File: config.mk
export PLATFORM = sky130hd
export DESIGN_NAME = regfile_write_arbiter_flat
export DESIGN_NICKNAME = d
export VERILOG_FILES = /design/src/rtl/regfile_arb_pkg.sv /design/src/rtl/regfile_write_arbiter_if.sv /design/src/rtl/regfile_write_arbiter_rr_arb2.sv /design/src/rtl/regfile_write_arbiter.sv /design/src/flat_wrapper.sv
export SDC_FILE = /design/constraint.sdc
export NUM_CORES = 1
export LEC_CHECK = 0
export CAP_MARGIN = 20
export CORE_UTILIZATION = 45
export DETAILED_ROUTE_END_ITERATION = 10
export HOLD_SLACK_MARGIN = 0.05
export PLACE_DENSITY = 0.91
export SLEW_MARGIN = 20
export SYNTH_ARGS = -nofsm -noshare
export SYNTH_HDL_FRONTEND = slang
export SYNTH_HIERARCHICAL = 1
export SYNTH_SLANG_ARGS = --single-unit
File: constraint.sdc
create_clock -name clk -period 4 [get_ports clk]
set_clock_uncertainty 0.1 [all_clocks]
set_input_delay 0.4 -clock clk [delete_from_list [all_inputs] [get_ports clk]]
set_output_delay 0.4 -clock clk [all_outputs]
set_load 0.03 [all_outputs]
File: src/rtl/regfile_arb_pkg.sv
// Shared types and defaults for the register-file write arbiter.
// Imported by the interface, the round-robin grant block and the top.
package regfile_arb_pkg;

  typedef enum logic {
    INIT = 1'b0,
    RUN  = 1'b1
  } arb_state_t;

  localparam int DEF_ADDR_W   = 5;
  localparam int DEF_DATA_W   = 32;
  localparam int DEF_NUM_REGS = 32;
  localparam int REQ_COUNT    = 2;

endpackage

File: src/rtl/regfile_write_arbiter_if.sv
// Bundle of the two writeback request channels and the register-file write port.
// Valid/ready: a request transfers in any cycle where valid && ready; the requester holds
// addr/data stable while valid is high and not yet ready, and may drop valid to cancel.
interface regfile_write_arbiter_if
  import regfile_arb_pkg::*;
#(
  parameter int ADDR_W = DEF_ADDR_W,
  parameter int DATA_W = DEF_DATA_W
);

  logic              req0_valid;
  logic              req0_ready;
  logic [ADDR_W-1:0] req0_addr;
  logic [DATA_W-1:0] req0_data;

  logic              req1_valid;
  logic              req1_ready;
  logic [ADDR_W-1:0] req1_addr;
  logic [DATA_W-1:0] req1_data;

  logic              rf_write;
  logic [ADDR_W-1:0] rf_write_addr;
  logic [DATA_W-1:0] rf_write_data;
  logic              init_done;

  // Requester / observer side.
  modport master (
    output req0_valid, req0_addr, req0_data,
    output req1_valid, req1_addr, req1_data,
    input  req0_ready, req1_ready,
    input  rf_write, rf_write_addr, rf_write_data, init_done
  );

  // Arbiter side.
  modport slave (
    input  req0_valid, req0_addr, req0_data,
    input  req1_valid, req1_addr, req1_data,
    output req0_ready, req1_ready,
    output rf_write, rf_write_addr, rf_write_data, init_done
  );

endinterface

File: src/rtl/regfile_write_arbiter_rr_arb2.sv
// Combinational two-way round-robin grant: a lone valid always wins,
// and when both are valid the requester named by ptr wins.
module rr_arb2
  import regfile_arb_pkg::*;
(
  input  logic [REQ_COUNT-1:0] valid,
  input  logic                 ptr,
  output logic [REQ_COUNT-1:0] grant
);

  always_comb begin
    grant    = '0;
    grant[0] = valid[0] && (!valid[1] || !ptr);
    grant[1] = valid[1] && (!valid[0] ||  ptr);
  end

endmodule

File: src/rtl/regfile_write_arbiter.sv
// Owns the register file write port: zero-fills every register after reset or clear,
// then round-robins two writeback requesters onto a registered write port.
module regfile_write_arbiter
  import regfile_arb_pkg::*;
#(
  parameter int ADDR_W     = DEF_ADDR_W,
  parameter int DATA_W     = DEF_DATA_W,
  parameter int NUM_REGS   = DEF_NUM_REGS,
  parameter bit DISCARD_R0 = 1'b1
) (
  input  logic                    clk,
  input  logic                    reset,
  input  logic                    clear,
  regfile_write_arbiter_if.slave  bus,
  output arb_state_t              state_dbg
);

  localparam logic [ADDR_W-1:0] LAST_REG = ADDR_W'(NUM_REGS - 1);

  arb_state_t          state_q, state_d;
  logic [ADDR_W-1:0]   cnt_q, cnt_d;
  logic                ptr_q, ptr_d;
  logic                rf_write_q, rf_write_d;
  logic [ADDR_W-1:0]   addr_q, addr_d;
  logic [DATA_W-1:0]   data_q, data_d;

  logic [REQ_COUNT-1:0] valid;
  logic [REQ_COUNT-1:0] grant;
  logic [REQ_COUNT-1:0] ready;
  logic [REQ_COUNT-1:0] hs;
  logic [ADDR_W-1:0]    sel_addr;
  logic [DATA_W-1:0]    sel_data;

  assign valid = {bus.req1_valid, bus.req0_valid};

  rr_arb2 u_rr_arb2 (
    .valid (valid),
    .ptr   (ptr_q),
    .grant (grant)
  );

  // Grants only become readies in RUN, and a clear in RUN blocks the handshake.
  assign ready    = (state_q == RUN && !clear) ? grant : '0;
  assign hs       = ready & valid;
  assign sel_addr = hs[0] ? bus.req0_addr : bus.req1_addr;
  assign sel_data = hs[0] ? bus.req0_data : bus.req1_data;

  always_comb begin
    state_d    = state_q;
    cnt_d      = cnt_q;
    ptr_d      = ptr_q;
    rf_write_d = 1'b0;
    addr_d     = addr_q;
    data_d     = data_q;
    case (state_q)
      INIT: begin
        rf_write_d = 1'b1;
        addr_d     = cnt_q;
        data_d     = '0;
        cnt_d      = cnt_q + 1'b1;
        if (cnt_q == LAST_REG) begin
          state_d = RUN;
          cnt_d   = '0;
        end
      end
      RUN: begin
        if (clear) begin
          state_d = INIT;
          cnt_d   = '0;
        end else if (|hs) begin
          // After a req0 transfer req1 gets priority, and vice versa.
          ptr_d = hs[0];
          if (!(DISCARD_R0 && sel_addr == '0)) begin
            rf_write_d = 1'b1;
            addr_d     = sel_addr;
            data_d     = sel_data;
          end
        end
      end
      default: begin
        state_d = INIT;
        cnt_d   = '0;
      end
    endcase
  end

  always_ff @(posedge clk or posedge reset) begin
    if (reset) begin
      state_q    <= INIT;
      cnt_q      <= '0;
      ptr_q      <= 1'b0;
      rf_write_q <= 1'b0;
      addr_q     <= '0;
      data_q     <= '0;
    end else begin
      state_q    <= state_d;
      cnt_q      <= cnt_d;
      ptr_q      <= ptr_d;
      rf_write_q <= rf_write_d;
      addr_q     <= addr_d;
      data_q     <= data_d;
    end
  end

  assign bus.req0_ready    = ready[0];
  assign bus.req1_ready    = ready[1];
  assign bus.rf_write      = rf_write_q;
  assign bus.rf_write_addr = addr_q;
  assign bus.rf_write_data = data_q;
  assign bus.init_done     = (state_q == RUN);
  assign state_dbg         = state_q;

endmodule

File: src/flat_wrapper.sv
// flat-port wrapper written by rule: the top's interface ports become plain ports
module regfile_write_arbiter_flat import regfile_arb_pkg::*;
#(
  parameter int ADDR_W     = DEF_ADDR_W,
  parameter int DATA_W     = DEF_DATA_W,
  parameter int NUM_REGS   = DEF_NUM_REGS,
  parameter bit DISCARD_R0 = 1'b1
)
  (clk, reset, clear, state_dbg, bus_req0_valid, bus_req0_addr, bus_req0_data, bus_req1_valid, bus_req1_addr, bus_req1_data, bus_req0_ready, bus_req1_ready, bus_rf_write, bus_rf_write_addr, bus_rf_write_data, bus_init_done);
  regfile_write_arbiter_if #(.ADDR_W(ADDR_W), .DATA_W(DATA_W)) bus_i ();
  input  logic clk;
  input  logic reset;
  input  logic clear;
  output arb_state_t state_dbg;
  input wire logic [$bits(bus_i.req0_valid)-1:0] bus_req0_valid;
  input wire logic [$bits(bus_i.req0_addr)-1:0] bus_req0_addr;
  input wire logic [$bits(bus_i.req0_data)-1:0] bus_req0_data;
  input wire logic [$bits(bus_i.req1_valid)-1:0] bus_req1_valid;
  input wire logic [$bits(bus_i.req1_addr)-1:0] bus_req1_addr;
  input wire logic [$bits(bus_i.req1_data)-1:0] bus_req1_data;
  output wire logic [$bits(bus_i.req0_ready)-1:0] bus_req0_ready;
  output wire logic [$bits(bus_i.req1_ready)-1:0] bus_req1_ready;
  output wire logic [$bits(bus_i.rf_write)-1:0] bus_rf_write;
  output wire logic [$bits(bus_i.rf_write_addr)-1:0] bus_rf_write_addr;
  output wire logic [$bits(bus_i.rf_write_data)-1:0] bus_rf_write_data;
  output wire logic [$bits(bus_i.init_done)-1:0] bus_init_done;
  assign bus_i.req0_valid = bus_req0_valid;
  assign bus_i.req0_addr = bus_req0_addr;
  assign bus_i.req0_data = bus_req0_data;
  assign bus_i.req1_valid = bus_req1_valid;
  assign bus_i.req1_addr = bus_req1_addr;
  assign bus_i.req1_data = bus_req1_data;
  assign bus_req0_ready = bus_i.req0_ready;
  assign bus_req1_ready = bus_i.req1_ready;
  assign bus_rf_write = bus_i.rf_write;
  assign bus_rf_write_addr = bus_i.rf_write_addr;
  assign bus_rf_write_data = bus_i.rf_write_data;
  assign bus_init_done = bus_i.init_done;
  regfile_write_arbiter #(.ADDR_W(ADDR_W), .DATA_W(DATA_W), .NUM_REGS(NUM_REGS), .DISCARD_R0(DISCARD_R0)) u_core (.clk(clk), .reset(reset), .clear(clear), .bus(bus_i), .state_dbg(state_dbg));
endmodule
[Yosys cells after proc, flatten, opt, wreduce, memory -nomap -nowiden]
Cells that the tools add are included.
Cells by class
  add/subtract/negate cells: 1
  $mul: 0
  divide/modulo/power cells: 0
  order comparisons: 0
  eq/ne operators: 5
  shift-type cells: 0
  multiplexer cells: 21
  bitwise operators: 3
  reductions and logical operators: 13
Operator list (number)
  32-bit two-way mux: 4
  32-bit case mux with 2 select lines: 1
  5-bit two-way mux: 6
  5-bit case mux with 2 select lines: 2
  2-bit != test, second input constant: 4
  3-bit AND reduction: 2
  5-bit by 1-bit adder with 5-bit output, second input constant: 1
  5-bit == test, second input constant: 1
  5-bit zero test: 1
  1-bit two-way mux: 5
  1-bit zero test: 4
  1-bit case mux with 2 select lines: 2
  1-bit logical AND: 3
  2-bit bitwise AND: 1
  1-bit logical OR: 2
  2-bit two-way mux: 1
  1-bit NOT: 2
  2-bit OR reduction: 1
Storage, ports and cells
  bits in registers: 45
  latch bits: 0
  RAM bits: 0
  bits in read-only memories: 0
  output and inout bits: 42
  memories: 0

[Logic depth before layout (Yosys ltp)]
  word-level depth: 11
  depth in mapped cells: 8
  mapped depth without buffers: 6

[Cells and area by module]
Netlist, hierarchy kept.
By module, submodules not included
  regfile_write_arbiter: times used 1, cells each 240, area each 2552.4 um2, seq. area each 1126.1 um2
  rr_arb2: times used 1, cells each 3, area each 18.8 um2, seq. area each 0.0 um2

[Worst setup path before layout]
OpenSTA, ideal clock, no wires.
  path kind: reg-to-reg
  from: register u_core.state_q (netlist: u_core/bus.init_done)
  to: register u_core.data_q[0] (netlist: u_core/bus.rf_write_data[0])
  library setup time: 0.079 ns
  data arrival time: 1.874 ns
  data required time: 3.821 ns
  path slack: 1.947 ns
  stages on the path, launching flop included: 8
  buffers on the path: 3
  period minus slack after synthesis: 2.053 ns
  cell sequence: dfrtp_1 > buf_2 > nand4b_1 > buf_4 > nor3b_4 > nor3_4 > buf_8 > mux2i_1
On the way
  cells in the longest elaborated chain, start to end: 8
  elaborated cells on any way between the ends: 16
  classes of those cells: eq/ne (3); mux (7); bitwise (2); reduce/logical (4)
RTL lines
  start: declaration: line regfile_write_arbiter.sv:20  | arb_state_t state_q, state_d;
  start signal: assignment: line regfile_write_arbiter.sv:96  | state_q <= state_d;
  1-bit logical AND: line regfile_write_arbiter.sv:43  | assign ready = (state_q == RUN && !clear) ? grant : '0;
  2-bit two-way mux: line regfile_write_arbiter.sv:43
  2-bit bitwise AND: line regfile_write_arbiter.sv:44  | assign hs = ready & valid;
  32-bit two-way mux: line regfile_write_arbiter.sv:46  | assign sel_data = hs[0] ? bus.req0_data : bus.req1_data;
  32-bit two-way mux: line regfile_write_arbiter.sv:73  | if (!(DISCARD_R0 && sel_addr == '0)) begin
  32-bit two-way mux: line regfile_write_arbiter.sv:70  | end else if (|hs) begin
  32-bit two-way mux: line regfile_write_arbiter.sv:67  | if (clear) begin
  32-bit case mux with 2 select lines: line regfile_write_arbiter.sv:55  | case (state_q)
  end signal: assignment: line regfile_write_arbiter.sv:101  | data_q <= data_d;
  end: declaration: line regfile_write_arbiter.sv:25  | logic [DATA_W-1:0] data_q, data_d;
Parallel ways exist; a longest one is shown, timed or not. The select of a mux whose other input is x is not followed.
A chain may end at the register's enable or synchronous reset.

[Worst setup path in the final report]
  from: input port bus_req0_valid
  to: output port bus_req0_ready
On the way
  cells in the longest elaborated chain, start to end: 2
RTL lines
  start: declaration: line flat_wrapper.sv:15  | input wire logic [$bits(bus_i.req0_valid)-1:0] bus_req0_valid;
  1-bit logical AND: line regfile_write_arbiter_rr_arb2.sv:13  | grant[0] = valid[0] && (!valid[1] || !ptr);
  via u_core.grant[0]: line regfile_write_arbiter.sv:28  | logic [REQ_COUNT-1:0] grant;
  2-bit two-way mux: line regfile_write_arbiter.sv:43
  end: declaration: line flat_wrapper.sv:21  | output wire logic [$bits(bus_i.req0_ready)-1:0] bus_req0_ready;
The timed path passes the listed nets, and every way through them passes these cells.

==> results.yml <==
placement:
  place_ws_ns: 1.17
  dp_hpwl_um: 4960
  port_buffers: 120
  gp_congestion: 0.840
timing:
  setup_viol: 0
  fin_ws_ns: 1.42
  fmax_mhz: 387
  fin_crit_ns: 2.58
  worstMarginPinSlew_ns: 0.936
  post-route-period-util_pct: 64.6
  slew_headroom_pct: 37.5
  fin_tns_setup_ns: 0
  grt_setup_unrepaired: "no"
  slew_violations: 0
  hold_violations: 0
drt:
  postRouteAntennaNets: 0
  drtIter0Drc: 151
  routedWlPerCell_um: 15.4
  viasPerCell: 5.31
  drtPass1Iterations: 4
  wirelength_um: 6660
  drc: 0
  vias: 2287
critical_path:
  startpoint: "bus_req0_valid"
  critical_path.max_fanout: 4
  setup.worst_path.class: "input port to output pin"
  end_kind: "output pin"
  crit_family: "buffers and inverters"
  path_buf_inv: 2
  cp.arrival_ns: 2.08
  cp_common_cell: "clkdlybuf4s50_1"
  r2r_cells: 7
  start_kind: "input port"
  r2r-start: "u_core/ptr_q"
  crit_cells: 4
  cp_slowest_cell: "clkdlybuf4s50_1"
  worstPathRequired_ns: 3.50
  critical_path.cell_chain: "clkdlybuf4s50_1, a21boi_1, and2_1, clkdlybuf4s50_1"
  critPathMaxStageDelay_ns: 0.69
yosys:
  synth_top_area_share_pct: 43.8
  synth_edf_count: 0
  ys_warn_count: 6
  syn-num-nets: 324
  ys_ff_latch: 45
  synth_top_cell_by_area: "dfrtp_1"
  synth_cells: 243
  ys_seq_area_share_pct: 43.8
  synthFlopType: "dfrtp_1"
  synth_area_mm2: 0.00257
  netlist_top_cells_area: "dfrtp_1, mux2i_1, nand2_1"
  avgSynthCellArea_um2: 10.6
  synth.distinct_cells: 35
  async_flop_share_pct: 100
clock_tree:
  clockRootBuffer: "clkbuf_8"
  cts_setup_buffers: 0
  cts_resized: 0
  clk_latency_ns: 0.29
  clock-sinks: 45
  cts_buffers: 5
  cts_tree: "done"
  h-tree-depth: 2
  clock_path_buffers: 2
  cts.clk_slew.worst_paths_ns: 0.08
  postCtsHoldBufs: 0
layout:
  n_fill_cell: 411
  drive_above_1_share_pct: 5.85
  antenna-diode-count: 0
  syn_to_final_growth_pct: 50.4
  multi_input_area_mm2: 0.00131
  seq_area_mm2: 0.00113
  fin_nets: 439
global_routing:
  grt.total_usage_pct: 22.5
  antenna_found_initial: 0
  overflow: 0
  grt_start_max_net_pins: 52
  grt_pass1_vias: 2314
  grt_pass1_wl_um: 10700
floorplan:
  dieArea_mm2: 0.00602
  core_area_mm2: 0.00551
  rows: 27
  io_pins: 121
  start_util_pct: 46.7
  die-height_um: 77.6
  die_x_um: 77.6
run_status:
  status: "complete, no violations"
power:
  ir_drop_mv: 0.232
  p_per_area_mw_per_mm2: 387
  p_leak_nw: 1.78
run:
  drv_cap: 0
worst_hold_path:
  hold_depth: 2
  hp-start: "u_core/ptr_q"
  hold_path_class: "flop to flop"
worst paths after layout:
path                                                end  slack (ns)
setup reg to reg           u_core/bus.rf_write_data[18]        1.72
setup / recovery                         bus_req0_ready        1.42
max in group asynchronous               u_core/cnt_q[0]        2.68
min in group asynchronous               u_core/cnt_q[1]        0.54
hold / removal                             u_core/ptr_q        0.42
hold reg to reg                            u_core/ptr_q        0.42
cell usage in the layout (no fill, tap or decap), types with 2 or more instances in the layout:
cell             count
o21ai_0              8
clkbuf_1             3
o31ai_1              4
and2_1               2
mux2_2               6
nor2_1               5
mux2i_1             69
a21boi_1             2
clkbuf_8             5
o22ai_1              2
nor3_4               2
inv_1                4
nand2b_1             2
clkdlybuf4s50_1    120
dfrtp_1             45
a21oi_1              5
nand2_1             46
nor2b_1              5
buf_4                5
nor4_1               4
ha_1                 2
layout make-up:
cell class / count / area share, %
multi-input cells: 176 / 34.0
repair buffers: 125 / 32.0
flip-flops and latches: 45 / 29.1
well taps: 72 / 2.33
clock buffers: 8 / 2.07
inverters: 5 / 0.485
power breakdown:
part           switching, W  total (W)  internal (W)
Combinational      0.000345   0.000636      0.000291
Sequential        0.0000651   0.000599      0.000534
Clock              0.000139   0.000263      0.000124
sequential cells by signal, summed over array words and instances (netlist names):
name / flops
u_core/bus.init_done: 1
u_core/bus.rf_write: 1
u_core/bus.rf_write_addr: 5
u_core/bus.rf_write_data: 32
u_core/cnt_q: 5
u_core/ptr_q: 1
cell usage after synthesis (2+ instances only):
cell type	instances
nor3_4	2
o31ai_1	4
mux2i_1	69
ha_1	2
a21oi_1	5
buf_2	5
nor4_1	4
a21boi_1	2
buf_4	2
o22ai_1	2
and2_1	2
dfrtp_1	45
mux2_2	6
nand2b_1	2
nor2_1	5
nand2_1	46
inv_1	5
clkbuf_1	5
buf_8	3
o21ai_0	8
nor2b_1	5
through the flow:
| stage | power (W) | hold slack (ns) | std cells | instance area [µm²] | util (%) |
|---|---|---|---|---|---|
| finish | 0.00150 | 0.424 | 431 | 3870 | 70.2 |
| floorplan | 0.000998 | 0.357 | 243 | 2570 | - |
| global placement | 0.00122 | 0.393 | 423 | 3790 | 68.8 |
| CTS | 0.00151 | 0.423 | 431 | 3870 | 70.2 |
| detailed placement | 0.00124 | 0.407 | 423 | 3790 | 68.8 |
| global route | 0.00159 | 0.444 | 431 | 3870 | 70.2 |
routing by layer:
| metal | GRT usage [%] | part of all wire (%) |
|---|---|---|
| met1 | 26.6 | 41 |
| met5 | 0 | 0 |
| met2 | 40.6 | 50 |
| met4 | 6.79 | 1.9 |
| met3 | 5.06 | 7.1 |
cell families (layout without fill, tap and decap cells):
family / count (synthesis) / after routing / share of synthesized area (%)
DFF: 45 / 45 / 43.8
adders and majority gates: 2 / 2 / 0.973
buffers and inverters: 22 / 138 / 5.11
AOI/OAI and AO/OA: 25 / 25 / 5.99
muxes: 75 / 75 / 29.5
and+or+nand+nor: 74 / 74 / 14.6
worst register-to-register path: cells and delay by family, from the launching register on:
family	cells	cell delay, ns
AO/OA/AOI/OAI	1	0.24
flip-flops	1	0.41
AND/OR/NAND/NOR	3	0.58
multiplexers	1	0.28
buffers and inverters	2	0.58
(Power assumes the default switching activity.)
